File: src/rtl/mem_port_arbiter_pkg.sv
// Shared types for the data-memory port arbiter: FSM states and access owner.
package mem_port_arbiter_pkg;

    typedef enum logic [1:0] {
        ARB_IDLE,
        ARB_ACCESS,
        ARB_WAIT,
        ARB_DONE
    } arb_state_e;

    typedef enum logic {
        OWNER_CORE,
        OWNER_LOAD
    } arb_owner_e;

    localparam int unsigned LatW = 3;

endpackage

File: src/rtl/mem_arb_pick.sv
// Grant selection between core and loader; core wins unless the optional
// starvation counter (MEM_ARB_FAIRNESS_EN) forces a loader grant.
module mem_arb_pick
    import mem_port_arbiter_pkg::*;
#(
    parameter int unsigned STARVE_MAX = 4
) (
`ifdef MEM_ARB_FAIRNESS_EN
    input  logic       clk,
    input  logic       rst_n,
    input  logic       idle,
`endif
    input  logic       core_req,
    input  logic       load_req,
    output logic       grant_valid,
    output arb_owner_e owner
);

    assign grant_valid = core_req | load_req;

`ifdef MEM_ARB_FAIRNESS_EN
    localparam int unsigned CntW = (STARVE_MAX < 1) ? 1 : $clog2(STARVE_MAX + 1);

    logic [CntW-1:0] cnt_q, cnt_d;
    logic            force_load;

    assign force_load = load_req && (cnt_q >= CntW'(STARVE_MAX));
    assign owner      = (core_req && !force_load) ? OWNER_CORE : OWNER_LOAD;

    // Counts only core grants taken while the loader was waiting.
    always_comb begin
        cnt_d = cnt_q;
        if (idle) begin
            if (!load_req) begin
                cnt_d = '0;
            end else if (owner == OWNER_LOAD) begin
                cnt_d = '0;
            end else begin
                cnt_d = cnt_q + 1'b1;
            end
        end
    end

    always_ff @(posedge clk or negedge rst_n) begin
        if (!rst_n) begin
            cnt_q <= '0;
        end else begin
            cnt_q <= cnt_d;
        end
    end
`else
    assign owner = core_req ? OWNER_CORE : OWNER_LOAD;
`endif

endmodule

File: src/rtl/mem_port_arbiter.sv
// Two-requester data-memory port arbiter with issue/wait/ack FSM.
// Optional loader fairness enabled by defining MEM_ARB_FAIRNESS_EN.
module mem_port_arbiter
    import mem_port_arbiter_pkg::*;
#(
    parameter int unsigned AW         = 8,
    parameter int unsigned DW         = 8,
    parameter int unsigned RD_LAT     = 1,
    parameter int unsigned STARVE_MAX = 4
) (
    input  logic          clk,
    input  logic          rst_n,
    input  logic          core_req,
    input  logic          core_we,
    input  logic [AW-1:0] core_addr,
    input  logic [DW-1:0] core_wdata,
    output logic [DW-1:0] core_rdata,
    output logic          core_ack,
    output logic          core_stall,
    input  logic          load_req,
    input  logic          load_we,
    input  logic [AW-1:0] load_addr,
    input  logic [DW-1:0] load_wdata,
    output logic [DW-1:0] load_rdata,
    output logic          load_ack,
    output logic          mem_en,
    output logic          mem_we,
    output logic [AW-1:0] mem_addr,
    output logic [DW-1:0] mem_wdata,
    input  logic [DW-1:0] mem_rdata,
    output logic          busy
);

    localparam logic [LatW-1:0] LatInit = LatW'(RD_LAT - 1);

    arb_state_e      state_q, state_d;
    arb_owner_e      owner_q, owner_d;
    logic            we_q, we_d;
    logic [AW-1:0]   addr_q, addr_d;
    logic [DW-1:0]   wdata_q, wdata_d;
    logic [LatW-1:0] lat_q, lat_d;
    logic [DW-1:0]   core_rdata_q, core_rdata_d;
    logic [DW-1:0]   load_rdata_q, load_rdata_d;

    logic            grant_valid;
    arb_owner_e      pick_owner;

    mem_arb_pick #(
        .STARVE_MAX (STARVE_MAX)
    ) u_pick (
`ifdef MEM_ARB_FAIRNESS_EN
        .clk         (clk),
        .rst_n       (rst_n),
        .idle        (state_q == ARB_IDLE),
`endif
        .core_req    (core_req),
        .load_req    (load_req),
        .grant_valid (grant_valid),
        .owner       (pick_owner)
    );

    always_comb begin
        state_d      = state_q;
        owner_d      = owner_q;
        we_d         = we_q;
        addr_d       = addr_q;
        wdata_d      = wdata_q;
        lat_d        = lat_q;
        core_rdata_d = core_rdata_q;
        load_rdata_d = load_rdata_q;
        case (state_q)
            ARB_IDLE: begin
                // Request inputs are only looked at here; later changes are ignored.
                if (grant_valid) begin
                    owner_d = pick_owner;
                    if (pick_owner == OWNER_CORE) begin
                        we_d    = core_we;
                        addr_d  = core_addr;
                        wdata_d = core_wdata;
                    end else begin
                        we_d    = load_we;
                        addr_d  = load_addr;
                        wdata_d = load_wdata;
                    end
                    state_d = ARB_ACCESS;
                end
            end
            ARB_ACCESS: begin
                if (we_q) begin
                    state_d = ARB_DONE;
                end else begin
                    lat_d   = LatInit;
                    state_d = ARB_WAIT;
                end
            end
            ARB_WAIT: begin
                if (lat_q == '0) begin
                    if (owner_q == OWNER_CORE) begin
                        core_rdata_d = mem_rdata;
                    end else begin
                        load_rdata_d = mem_rdata;
                    end
                    state_d = ARB_DONE;
                end else begin
                    lat_d = lat_q - 1'b1;
                end
            end
            ARB_DONE: state_d = ARB_IDLE;
            default:  state_d = ARB_IDLE;
        endcase
    end

    always_ff @(posedge clk or negedge rst_n) begin
        if (!rst_n) begin
            state_q      <= ARB_IDLE;
            owner_q      <= OWNER_CORE;
            we_q         <= 1'b0;
            addr_q       <= '0;
            wdata_q      <= '0;
            lat_q        <= '0;
            core_rdata_q <= '0;
            load_rdata_q <= '0;
        end else begin
            state_q      <= state_d;
            owner_q      <= owner_d;
            we_q         <= we_d;
            addr_q       <= addr_d;
            wdata_q      <= wdata_d;
            lat_q        <= lat_d;
            core_rdata_q <= core_rdata_d;
            load_rdata_q <= load_rdata_d;
        end
    end

    assign mem_en     = (state_q == ARB_ACCESS);
    assign mem_we     = mem_en & we_q;
    assign mem_addr   = addr_q;
    assign mem_wdata  = wdata_q;
    assign core_ack   = (state_q == ARB_DONE) && (owner_q == OWNER_CORE);
    assign load_ack   = (state_q == ARB_DONE) && (owner_q == OWNER_LOAD);
    assign core_stall = core_req & ~core_ack;
    assign core_rdata = core_rdata_q;
    assign load_rdata = load_rdata_q;
    assign busy       = (state_q != ARB_IDLE);

endmodule

File: config.mk
export PLATFORM = sky130hd
export DESIGN_NAME = mem_port_arbiter
export DESIGN_NICKNAME = d
export VERILOG_FILES = /design/src/rtl/mem_port_arbiter_pkg.sv /design/src/rtl/mem_arb_pick.sv /design/src/rtl/mem_port_arbiter.sv
export SDC_FILE = /design/constraint.sdc
export NUM_CORES = 1
export LEC_CHECK = 0
export ABC_AREA = 1
export CORE_MARGIN = 8
export CORE_UTILIZATION = 42
export DETAILED_ROUTE_END_ITERATION = 8
export GPL_TIMING_DRIVEN = 0
export MAX_ROUTING_LAYER = met4
export PLACE_DENSITY = 0.79
export SKIP_CTS_REPAIR_TIMING = 1
export SLEW_MARGIN = 20
export SYNTH_ARGS = -nofsm -noshare
export SYNTH_HDL_FRONTEND = slang
export SYNTH_HIERARCHICAL = 1
export SYNTH_SLANG_ARGS = --single-unit
File: constraint.sdc
create_clock -name clk -period 1.8 [get_ports clk]
set_input_delay 0.27 -clock clk [delete_from_list [all_inputs] [get_ports clk]]
set_output_delay 0.27 -clock clk [all_outputs]
set_load 0.03 [all_outputs]
# After elaboration in Yosys (flattened, before gate mapping)
# Index checks and enable logic that the tools add are counted.
# Widths: inputs -> output; s select.
[word_totals]
inputBits = 46
register_bits = 39
out_inout_bits = 38
word_cells = 43
[op_classes]
n_bitwise = 5
n_reduce_logical = 11
n_eq_ne = 7
add_sub_neg = 1
n_mux = 11
[op_table]
columns = ["op", "n"]
rows = [
  ["$mux 8", 2],
  ["$reduce_and 3->1", 3],
  ["$ne 2x2->1 const B", 4],
  ["$pmux 2 s4", 1],
  ["$mux 3", 2],
  ["$pmux 3 s2", 1],
  ["$eq 2x2->1 const B", 2],
  ["$mux 2", 2],
  ["$reduce_and 2->1", 2],
  ["$reduce_bool 2->1", 2],
  ["$logic_not 3->1", 1],
  ["$mux 1", 3],
  ["$sub 3x1->3 const B", 1],
  ["$and 1x1->1", 2],
  ["$eq 2x1->1 const B", 1],
  ["$logic_and 1x1->1", 2],
  ["$logic_not 2->1", 1],
  ["$not 1->1", 2],
  ["$or 1x1->1", 1],
]

# Longest topological paths before layout
# Gate-level depths: netlist of run 1.
[depth]
depth_word = 4
ltp_mapped = 9
mapped_depth_nobuf = 8

# By module
# The synthesis of run 1 kept the hierarchy.
[by_module_without_submodules]
columns = ["module", "seq_area_each_um2", "area_each_um2", "instances", "cells_per_inst"]
rows = [
  ["mem_port_arbiter", 975.9, 1975.6, 1, 232],
  ["mem_arb_pick", 0.0, 13.8, 1, 3],
]

# Worst setup path before layout of run 1
# Ideal clock, no wire load.
[synth_timing]
path_type = "register to output"
from = "register state_q[1]"
to = "output port core_stall"
arrival_time_ps = 1296
path_buffers = 0
path_stages_with_launch = 5
slack_ps = 234
required_time_ps = 1530
cell_sequence = "dfrtp_1 > ha_1 > inv_1 > nor2_1 > nor2_1"
[synth_via]
elab_chain_len = 4
[synth_rtl]
columns = ["item", "line", "text"]
rows = [
  ["start: declaration", "mem_port_arbiter.sv:36", "arb_state_e state_q, state_d;"],
  ["start signal: assignment", "mem_port_arbiter.sv:124", "state_q <= state_d;"],
  ["$eq 2x2->1", "mem_port_arbiter.sv:139", "assign core_ack = (state_q == ARB_DONE) && (owner_q == OWNER_CORE);"],
  ["$logic_and 1x1->1", "mem_port_arbiter.sv:139", ""],
  ["named net core_ack", "mem_port_arbiter.sv:18", "output logic core_ack,"],
  ["$not 1->1", "mem_port_arbiter.sv:141", "assign core_stall = core_req & ~core_ack;"],
  ["$and 1x1->1", "mem_port_arbiter.sv:141", ""],
  ["end: declaration", "mem_port_arbiter.sv:19", "output logic core_stall,"],
]
# The timed path passes the listed nets, and every way through them passes these cells.

# Final worst setup path of run 1
[layout_timing]
from = "register state_q[1]"
to = "output port core_stall"
[layout_via]
elab_chain_len = 4
[layout_rtl]
columns = ["item", "line"]
rows = [
  ["$eq 2x2->1", "mem_port_arbiter.sv:139"],
  ["$logic_and 1x1->1", "mem_port_arbiter.sv:139"],
  ["$not 1->1", "mem_port_arbiter.sv:141"],
  ["$and 1x1->1", "mem_port_arbiter.sv:141"],
]
# Every way passes these cells.

==> results of run 1 <==
==> state kept, by name, summed over array words and instances (netlist names) <==
name / cells
owner_q: 1
we_q: 1
lat_q: 3
state_q: 2
mem_addr: 8
mem_wdata: 8
load_rdata: 8
core_rdata: 8
==> worst max-delay path, stage by stage (launching register included) <==
cell            delay (ps)
dfrtp_1                430
ha_1                   210
inv_1                   50
nor2_1                  40
nor2_1                  80
dlymetal6s2s_1         290
==> power by group <==
part | total (W) | internal (W) | switching, W
registers | 0.00158 | 0.00131 | 0.000267
clock network | 0.000558 | 0.000272 | 0.000286
logic | 0.00315 | 0.00129 | 0.00186
total | 0.00528 | 0.00287 | 0.00241
==> kinds of logic (layout without fill, tap and decap cells) <==
| family | after synthesis | count (layout) | share of synthesized area, % |
|---|---|---|---|
| and+or+nand+nor | 102 | 102 | 21.13 |
| buffers and inverters | 53 | 146 | 11.70 |
| DFF | 39 | 39 | 49.06 |
| AOI/OAI and AO/OA | 34 | 34 | 13.71 |
| adders and majority gates | 7 | 7 | 4.402 |
==> through the flow <==
step,total power (W),std cells,setup WS (ps),hold slack [ps],utilization [%]
6_report,0.005284,382,135.3,417.2,64.46
5_1_grt,0.005671,382,29.59,423.2,64.46
4_1_cts,0.005363,381,-402.6,-113.9,64.03
3_5_place_dp,0.004796,373,-84.79,197.7,62.28
3_3_place_gp,0.004709,372,-505.2,463.7,61.96
2_1_floorplan,0.003528,235,234.1,-25.59,-
==> cells in the mapped netlist <==
| master | n | area, um^2 |
|---|---|---|
| nor2_1 | 5 | 18.77 |
| o21ai_2 | 16 | 140.1 |
| nand4_1 | 3 | 18.77 |
| dfrtp_1 | 39 | 975.9 |
| o21ai_0 | 1 | 5.000 |
| buf_8 | 1 | 15.01 |
| nand2_2 | 4 | 25.02 |
| nand2_4 | 2 | 22.52 |
| o211ai_1 | 17 | 127.6 |
| inv_2 | 4 | 15.01 |
| buf_2 | 4 | 20.02 |
| nand2_1 | 84 | 315.3 |
| ha_1 | 7 | 87.58 |
| inv_4 | 1 | 6.260 |
| inv_1 | 40 | 150.1 |
| buf_4 | 2 | 15.01 |
| buf_6 | 1 | 11.26 |
| nand3_1 | 4 | 20.02 |
==> cell usage in the layout (no fill, tap or decap), drive strengths merged <==
| cell type | count |
|---|---|
| o211ai | 17 |
| o21ai | 17 |
| nand2 | 90 |
| clkinv | 1 |
| nand3 | 4 |
| nand4 | 3 |
| clkbuf | 7 |
| ha | 7 |
| inv | 45 |
| clkdlybuf4s50 | 76 |
| dlymetal6s2s | 5 |
| buf | 11 |
| dfrtp | 39 |
| dlygate4sd3 | 1 |
| nor2 | 5 |
==> routing by layer <==
layer	up-vias	part of all wire [%]	wire length (um)	track usage, %
met5	-	0	0	-
met4	0	1.6	81	5.178
met3	6	3.3	165	3.861
met2	43	51	2601	26.27
met1	809	44	2203	16.29
li1	908	-	-	-
==> path summary, 6_finish.rpt <==
kind | cells past startpoint | slack [ps] | endpoint | from
max in group asynchronous | 3 | 930 | mem_wdata[7] | rst_n
min | 2 | 420 | lat_q[0] | rst_n
min in group clk | 2 | 480 | mem_wdata[1] | mem_wdata[1]
max reg2reg | 9 | 290 | load_rdata[7] | lat_q[0]
min reg2reg | 2 | 480 | mem_wdata[1] | mem_wdata[1]
max | 5 | 140 | core_stall | state_q[1]
==> area by class of cell <==
class | count | area share, %
clock inverters | 1 | 0.1666
multi-input cells | 143 | 26.07
inverters | 45 | 5.706
flip-flops and latches | 39 | 32.49
repair buffers | 85 | 28.74
clock buffers | 7 | 2.541
well taps | 54 | 2.249
plain buffers | 8 | 2.041
==> results.md, run 1 <==
* Final HPWL DP at 4043 um
* Clk_skew at 5.904 ps
* Synth Register Bits at 39
* I/O pins at 84
* Crit Path Max Fanout at 5
* Sequential cell area at 975.9 um^2
* Layout cells sized above 1 at 13.72%
* Startpoint type of the worst setup path: register
* CTS sink cnt at 39
* Area Overhead vs Synth at 51.01%
* Total CTS buffers at 5
* ANT cells at 0
* Final min period at 1665 ps
* Vias at 1766
* Worst-path clk slew at 70 ps
* Synth Cell Area at 0.001989 mm^2
* Required time of the critical path at 1530 ps
* RSZ-0062 raised after global routing: no
* Post-synthesis cell type count at 18
* Final hold vios at 0
* Overall Global Routing Usage at 15.07%
* Cell row count at 25
* Final Cell Area at 0.003004 mm^2
* Core area at 0.004661 mm^2
* Status: completed
* Root Driver: clkbuf_8
* Period utilisation layout at 92.49%
* Placed inst area at 0.002903 mm^2
* P_leak at 1.609 nW
* Routability Congestion at 0.7778
* Grt total ovfl at 0
* Yosys warnings at 6
* Die W at 84.83 um
* Clk Latency, worst-skew pair at 280 ps
* Drt drc at 0
* Setup violators final at 0
* Pins Over Slew Limit at 0
* Worst slew margin at 76.26%
* Die Footprint at 0.007195 mm^2
* Least-Margin Pin Slew at 355.0 ps
* Worst setup EP type: output pin
* H-Tree Level Count at 2
* Nets at 380
* FMAX at 600.7 MHz
* Initial Utilization at 42.68%
* Number of antenna violations at the first check in global routing at 0
* Port-buffer cells at 83
* Via density at 4.623
* Drt first pass iters at 4
* Number of global-route vias before repair at 1812
* Critical path class: register to output pin
* Max VDD drop at 911.5 uV
* Cells after synthesis at 235
* Post-synthesis net count at 288
* TNS Setup at 0 ps
* Pwr/cell area at 1759 mW/mm^2
* First-pass GRT wire length at 8452 um
* Type of the most critical hold path: input port to async pin
* Routed Antenna Nets at 0
* Seq/Total Area, Yosys at 49.06%
* DRT iter0 DRCs at 54
* Max cap viols at 0
* Syn_area_per_cell at 8.466 um^2
* CP Data Arrival Time at 1390 ps
* Die Span Y at 84.83 um
* CTS tree: done
* Final wirelength at 5051 um
* Maximum clock path buffer count at 2
* Largest net degree at the start of global routing at 27
* Wirelength per Cell at 13.22 um
* Area of the multi-input gates at 783.3 um^2
* Filler cells at 399
Power figures use the tool's default switching activity.
==> inputs of run 2 (changes only) <==
--- a/config.mk
+++ b/config.mk
@@ -7,14 +7,16 @@
 export LEC_CHECK = 0
 export ABC_AREA = 1
 export CORE_MARGIN = 8
-export CORE_UTILIZATION = 42
+export CORE_UTILIZATION = 38
+export CTS_CLUSTER_SIZE = 30
 export DETAILED_ROUTE_END_ITERATION = 8
 export GPL_TIMING_DRIVEN = 0
 export MAX_ROUTING_LAYER = met4
-export PLACE_DENSITY = 0.79
+export PLACE_DENSITY = 0.76
 export SKIP_CTS_REPAIR_TIMING = 1
 export SLEW_MARGIN = 20
 export SYNTH_ARGS = -nofsm -noshare
 export SYNTH_HDL_FRONTEND = slang
 export SYNTH_HIERARCHICAL = 1
 export SYNTH_SLANG_ARGS = --single-unit
+export TNS_END_PERCENT = 10
==> constraint.sdc (replaced) <==
create_clock -name clk -period 1.45 [get_ports clk]
set_input_delay 0.2175 -clock clk [delete_from_list [all_inputs] [get_ports clk]]
set_output_delay 0.2175 -clock clk [all_outputs]
set_load 0.03 [all_outputs]
==> results.md, run 2 (synthesized netlist as in run 1, its figures left out) <==
* Status: complete, but fails checks
* Failing checks: negative setup slack
* Routed Antenna Nets at 0
* R2r setup slk at 50 ps
* Wirelength per Cell at 13.06 um
* Via density at 4.508
* Number of antenna violations at the first check in global routing at 0
* Most frequent cells in the layout: 83 x nand2_1, 44 x clkdlybuf4s50_1, 39 x dfrtp_1
* Grt total ovfl at 0
* Die Span Y at 88.36 um
* Cell row count at 26
* Max VDD drop at 1324 uV
* ANT cells at 0
* Worst slew margin at 69.89%
* Period utilisation layout at 104.8%
* CP Data Arrival Time at 1300 ps
* Routability Congestion at 0.7845
* Final worst setup slack at -69.07 ps
* Critical path class: register to output pin
* CTS sink cnt at 39
* Startpoint type of the worst setup path: register
* Pins Over Slew Limit at 0
* Type of the most critical hold path: input port to async pin
* Layout cells sized above 1 at 19.39%
* Crit Path Max Fanout at 6
* RSZ-0062 raised after global routing: yes
* Largest net degree at the start of global routing at 23
* Number of global-route vias before repair at 1823
* Drt first pass iters at 4
* Least-Margin Pin Slew at 451.7 ps
* Max incr delay on CP at 440 ps
* I/O pins at 84
* CTS tree: done
* Setup violators final at 2
* Root Driver: clkbuf_8
* Worst setup EP type: output pin
* Post-placement setup slack at -364.0 ps
* Port-buffer cells at 83
* H-Tree Level Count at 2
* Maximum clock path buffer count at 2
* DRT iter0 DRCs at 69
* Final hold vios at 0
* Final HPWL DP at 3945 um
* Total CTS buffers at 5
* Most common cell after layout, fill and taps aside: nand2_1
* Design Power at 0.006719 W
* Pwr/cell area at 2112 mW/mm^2
* Die Footprint at 0.007807 mm^2
* Core area at 0.005075 mm^2
* Critical path, cell by cell: inv_2 -> ha_2 -> nand2_4 -> inv_1 -> buf_6
* Initial Utilization at 39.20%
* CP delay by family, top: flip-flops
* Overall Global Routing Usage at 14.05%
* First-pass GRT wire length at 8500 um
* Crit-path slowest cell: dfrtp_1
* Final min period at 1519 ps
* FMAX at 658.3 MHz
* Clk Latency, worst-skew pair at 290 ps
* Required time of the critical path at 1230 ps
* Nets at 382
* Max cap viols at 0
* Vias at 1803
* Worst-path clk slew at 80 ps
* Filler cells at 460
* Area Overhead vs Synth at 59.94%
* Clk_skew at 4.965 ps
* Drt drc at 0
* CP bufs+invs at 3
* Final wirelength at 5222 um
* P_leak at 1.938 nW
* Die W at 88.36 um
-- run 2: cell types whose count changed in the layout (fill, tap and decap cells not counted), sizes merged --
cell / previous run / this run
clkinvlp: 0 / 1
dlymetal6s2s: 5 / 32
buf: 11 / 18
clkbuf: 7 / 6
clkdlybuf4s50: 76 / 44
-- run 2: power breakdown --
group / total, W / leakage, nW / internal [W] / switching [W]
Sequential: 0.00195 / 0.478 / 0.00163 / 0.000328
Clock: 0.000712 / 0.0412 / 0.000336 / 0.000376
Combinational: 0.00405 / 1.42 / 0.00167 / 0.00238
Total: 0.00672 / 1.94 / 0.00363 / 0.00308
-- run 2: per-layer routing --
layer	vias up	GRT usage [%]	part of all wire [%]
met4	0	2.304	0.54
li1	914	-	-
met1	836	16.26	42
met5	-	-	0
met3	4	5.292	6.4
met2	49	22.95	51
-- run 2: area by class of cell --
type                    count  area [um^2]  area share, %
clock buffers               6        72.57          2.281
multi-input cells         143        825.8          25.95
inverters                  45        171.4          5.387
flip-flops and latches     39        975.9          30.67
plain buffers               8        81.33          2.556
clock inverters             2        12.51         0.3932
well taps                  70        87.58          2.753
repair buffers             87        954.7          30.00
-- run 2: path summary, 6_finish.rpt --
check,end,depth (start not counted),startpoint
hold reg to reg,mem_addr[0],2,mem_addr[0]
hold / removal,mem_addr[6],2,rst_n
min in group clk,mem_addr[0],2,mem_addr[0]
setup reg to reg,mem_wdata[1],7,state_q[0]
max in group asynchronous,load_rdata[2],3,rst_n
setup / recovery,mem_we,5,state_q[1]
-- run 2: worst reg2reg max path, delay by kind of cell, from the launching register on --
kind | cells | cell delay [ps]
buffers and inverters | 3 | 470
flip-flops | 1 | 430
adder cells (fa/ha/maj) | 1 | 190
AND/OR/NAND/NOR | 3 | 190
-- run 2: stage by stage --
step	util, %	instances	TNS, ps	hold slack [ps]	area [um^2]
6_report	62.70	400	-115.1	409.5	3182
5_1_grt	62.70	400	-1254	464.7	3182
4_1_cts	59.47	397	-6769	-125.0	3018
3_5_place_dp	57.79	389	-2127	185.7	2933
3_3_place_gp	57.35	388	-32970	461.4	2910
2_1_floorplan	-	235	-20.97	-78.09	1992
==> inputs of run 3 (changes only) <==
==> constraint.sdc (replaced) <==
create_clock -name clk -period 1.45 [get_ports clk]
set_input_delay 0.2175 -clock clk [delete_from_list [all_inputs] [get_ports clk]]
set_output_delay 0.2175 -clock clk [all_outputs]
set_load 0.005 [all_outputs]
==> results.md, run 3 (synthesized netlist as in run 1, its figures left out) <==
* Status: complete, but fails checks
* Failing checks: negative setup slack
* Maximum clock path buffer count at 2
* Nets at 383
* RSZ-0062 raised after global routing: yes
* TNS Setup at -845.5 ps
* Vias at 1762
* Layout cells sized above 1 at 19.34%
* Port-buffer cells at 83
* Final wirelength at 5191 um
* Overall Global Routing Usage at 14.09%
* GRT met2 Usage at 22.47%
* Most common cell after layout, fill and taps aside: nand2_1
* Number of global-route vias before repair at 1751
* Setup violators final at 29
* Via density at 4.394
* Drt drc at 0
* Critical path class: register to output pin
* Final core utilization at 61.93%
* Number of antenna violations at the first check in global routing at 0
* P_leak at 1.648 nW
* Drt first pass iters at 4
* CTS tree: done
* Startpoint type of the worst setup path: register
* Grt total ovfl at 0
* Routability Congestion at 0.7674
* Final hold vios at 0
* Worst slew margin at 67.76%
* Cell row count at 26
* Crit Path Max Fanout at 4
* Worst setup EP type: output pin
* Total CTS buffers at 5
* CP Data Arrival Time at 1350 ps
* Core area at 0.005075 mm^2
* Area Overhead vs Synth at 57.99%
* Met3 Track Usage GR at 5.478%
* Pins Over Slew Limit at 0
* Required time of the critical path at 1230 ps
* H-Tree Level Count at 2
* Max cap viols at 0
* Least-Margin Pin Slew at 483.6 ps
* Wirelength per Cell at 12.95 um
* Period utilisation layout at 107.8%
* GR Util met1 at 16.14%
* CTS sink cnt at 39
* Die Span Y at 88.36 um
* Initial Utilization at 39.20%
* Filler cells at 434
* Die W at 88.36 um
* Worst-path clk slew at 80 ps
* Final min period at 1563 ps
* Max VDD drop at 930.3 uV
* Pwr/cell area at 1908 mW/mm^2
* Routed Antenna Nets at 0
* First-pass GRT wire length at 8376 um
* FMAX at 639.7 MHz
* ANT cells at 0
* Root Driver: clkbuf_8
* Clk Latency, worst-skew pair at 290 ps
* Final worst setup slack at -113.3 ps
* Largest net degree at the start of global routing at 22
* Type of the most critical hold path: input port to async pin
* GRT Max-Usage Layer: met2
* Final HPWL DP at 3934 um
* Post-Layout Cell Count at 401
* Clk_skew at 9.133 ps
* Die Footprint at 0.007807 mm^2
* Most frequent cells in the layout: 82 x nand2_1, 73 x clkdlybuf4s50_1, 37 x inv_1, 37 x dfrtp_1, 17 x o211ai_1
* Placed Cells at 389
* DRT iter0 DRCs at 81
* I/O pins at 84
run 3: cell types whose count changed in the layout (fill, tap and decap cells not counted), moves of 2 or more:
cell             before  now
ha_1                  1    3
dfrtp_2               0    2
nand2_2               3    5
clkdlybuf4s50_1      44   73
inv_2                 8    6
buf_4                 7    3
dlymetal6s2s_1       32    5
clkbuf_2              0    3
ha_2                  5    2
dfrtp_1              39   37
run 3: path summary, 6_finish.rpt:
kind,endpoint,cells past startpoint,start,slack (ps)
max,busy,5,state_q[0],-110
min,lat_q[0],2,rst_n,420
max reg2reg,load_rdata[6],9,state_q[0],-90
min reg2reg,core_rdata[2],2,core_rdata[2],480
max in group asynchronous,state_q[1],3,rst_n,540
min in group clk,core_rdata[2],2,core_rdata[2],480
run 3: stage by stage:
step,hold slack (ps),setup slack (ps),total power [W],cell area [um^2]
2_1_floorplan,-78.09,112.8,0.003410,1989
3_3_place_gp,463.5,-826.5,0.004865,2908
3_5_place_dp,204.7,-209.7,0.004943,2930
4_1_cts,-112.5,-539.9,0.005866,3043
5_1_grt,478.5,-167.5,0.006503,3143
6_report,424.0,-113.3,0.005997,3143
run 3: worst max-delay path: stages, from the launching register on:
cell	delay, ps
dfrtp_2	430
buf_4	160
inv_2	80
ha_2	210
inv_1	50
dlymetal6s2s_1	140
run 3: area by class of cell:
class	instances	area [um^2]	share of cell area [%]
clock buffers	5	68.82	2.189
repair buffers	88	882.1	28.07
well taps	70	87.58	2.787
inverters	45	173.9	5.533
flip-flops and latches	39	978.4	31.13
clock inverters	3	43.79	1.393
plain buffers	8	85.08	2.707
multi-input cells	143	823.3	26.19
run 3: layer usage:
metal	wire length, um	share of wire [%]	vias up
li1	-	-	917
met1	2215	43	796
met2	2560	49	43
met3	366	7.1	6
met4	49	0.94	0
met5	0	0	-
run 3: where the power goes:
group          total, W  switching (W)  internal (W)
registers       0.00198       0.000348       0.00163
logic           0.00311        0.00140       0.00171
clock network  0.000905       0.000393      0.000512
total           0.00600        0.00214       0.00386
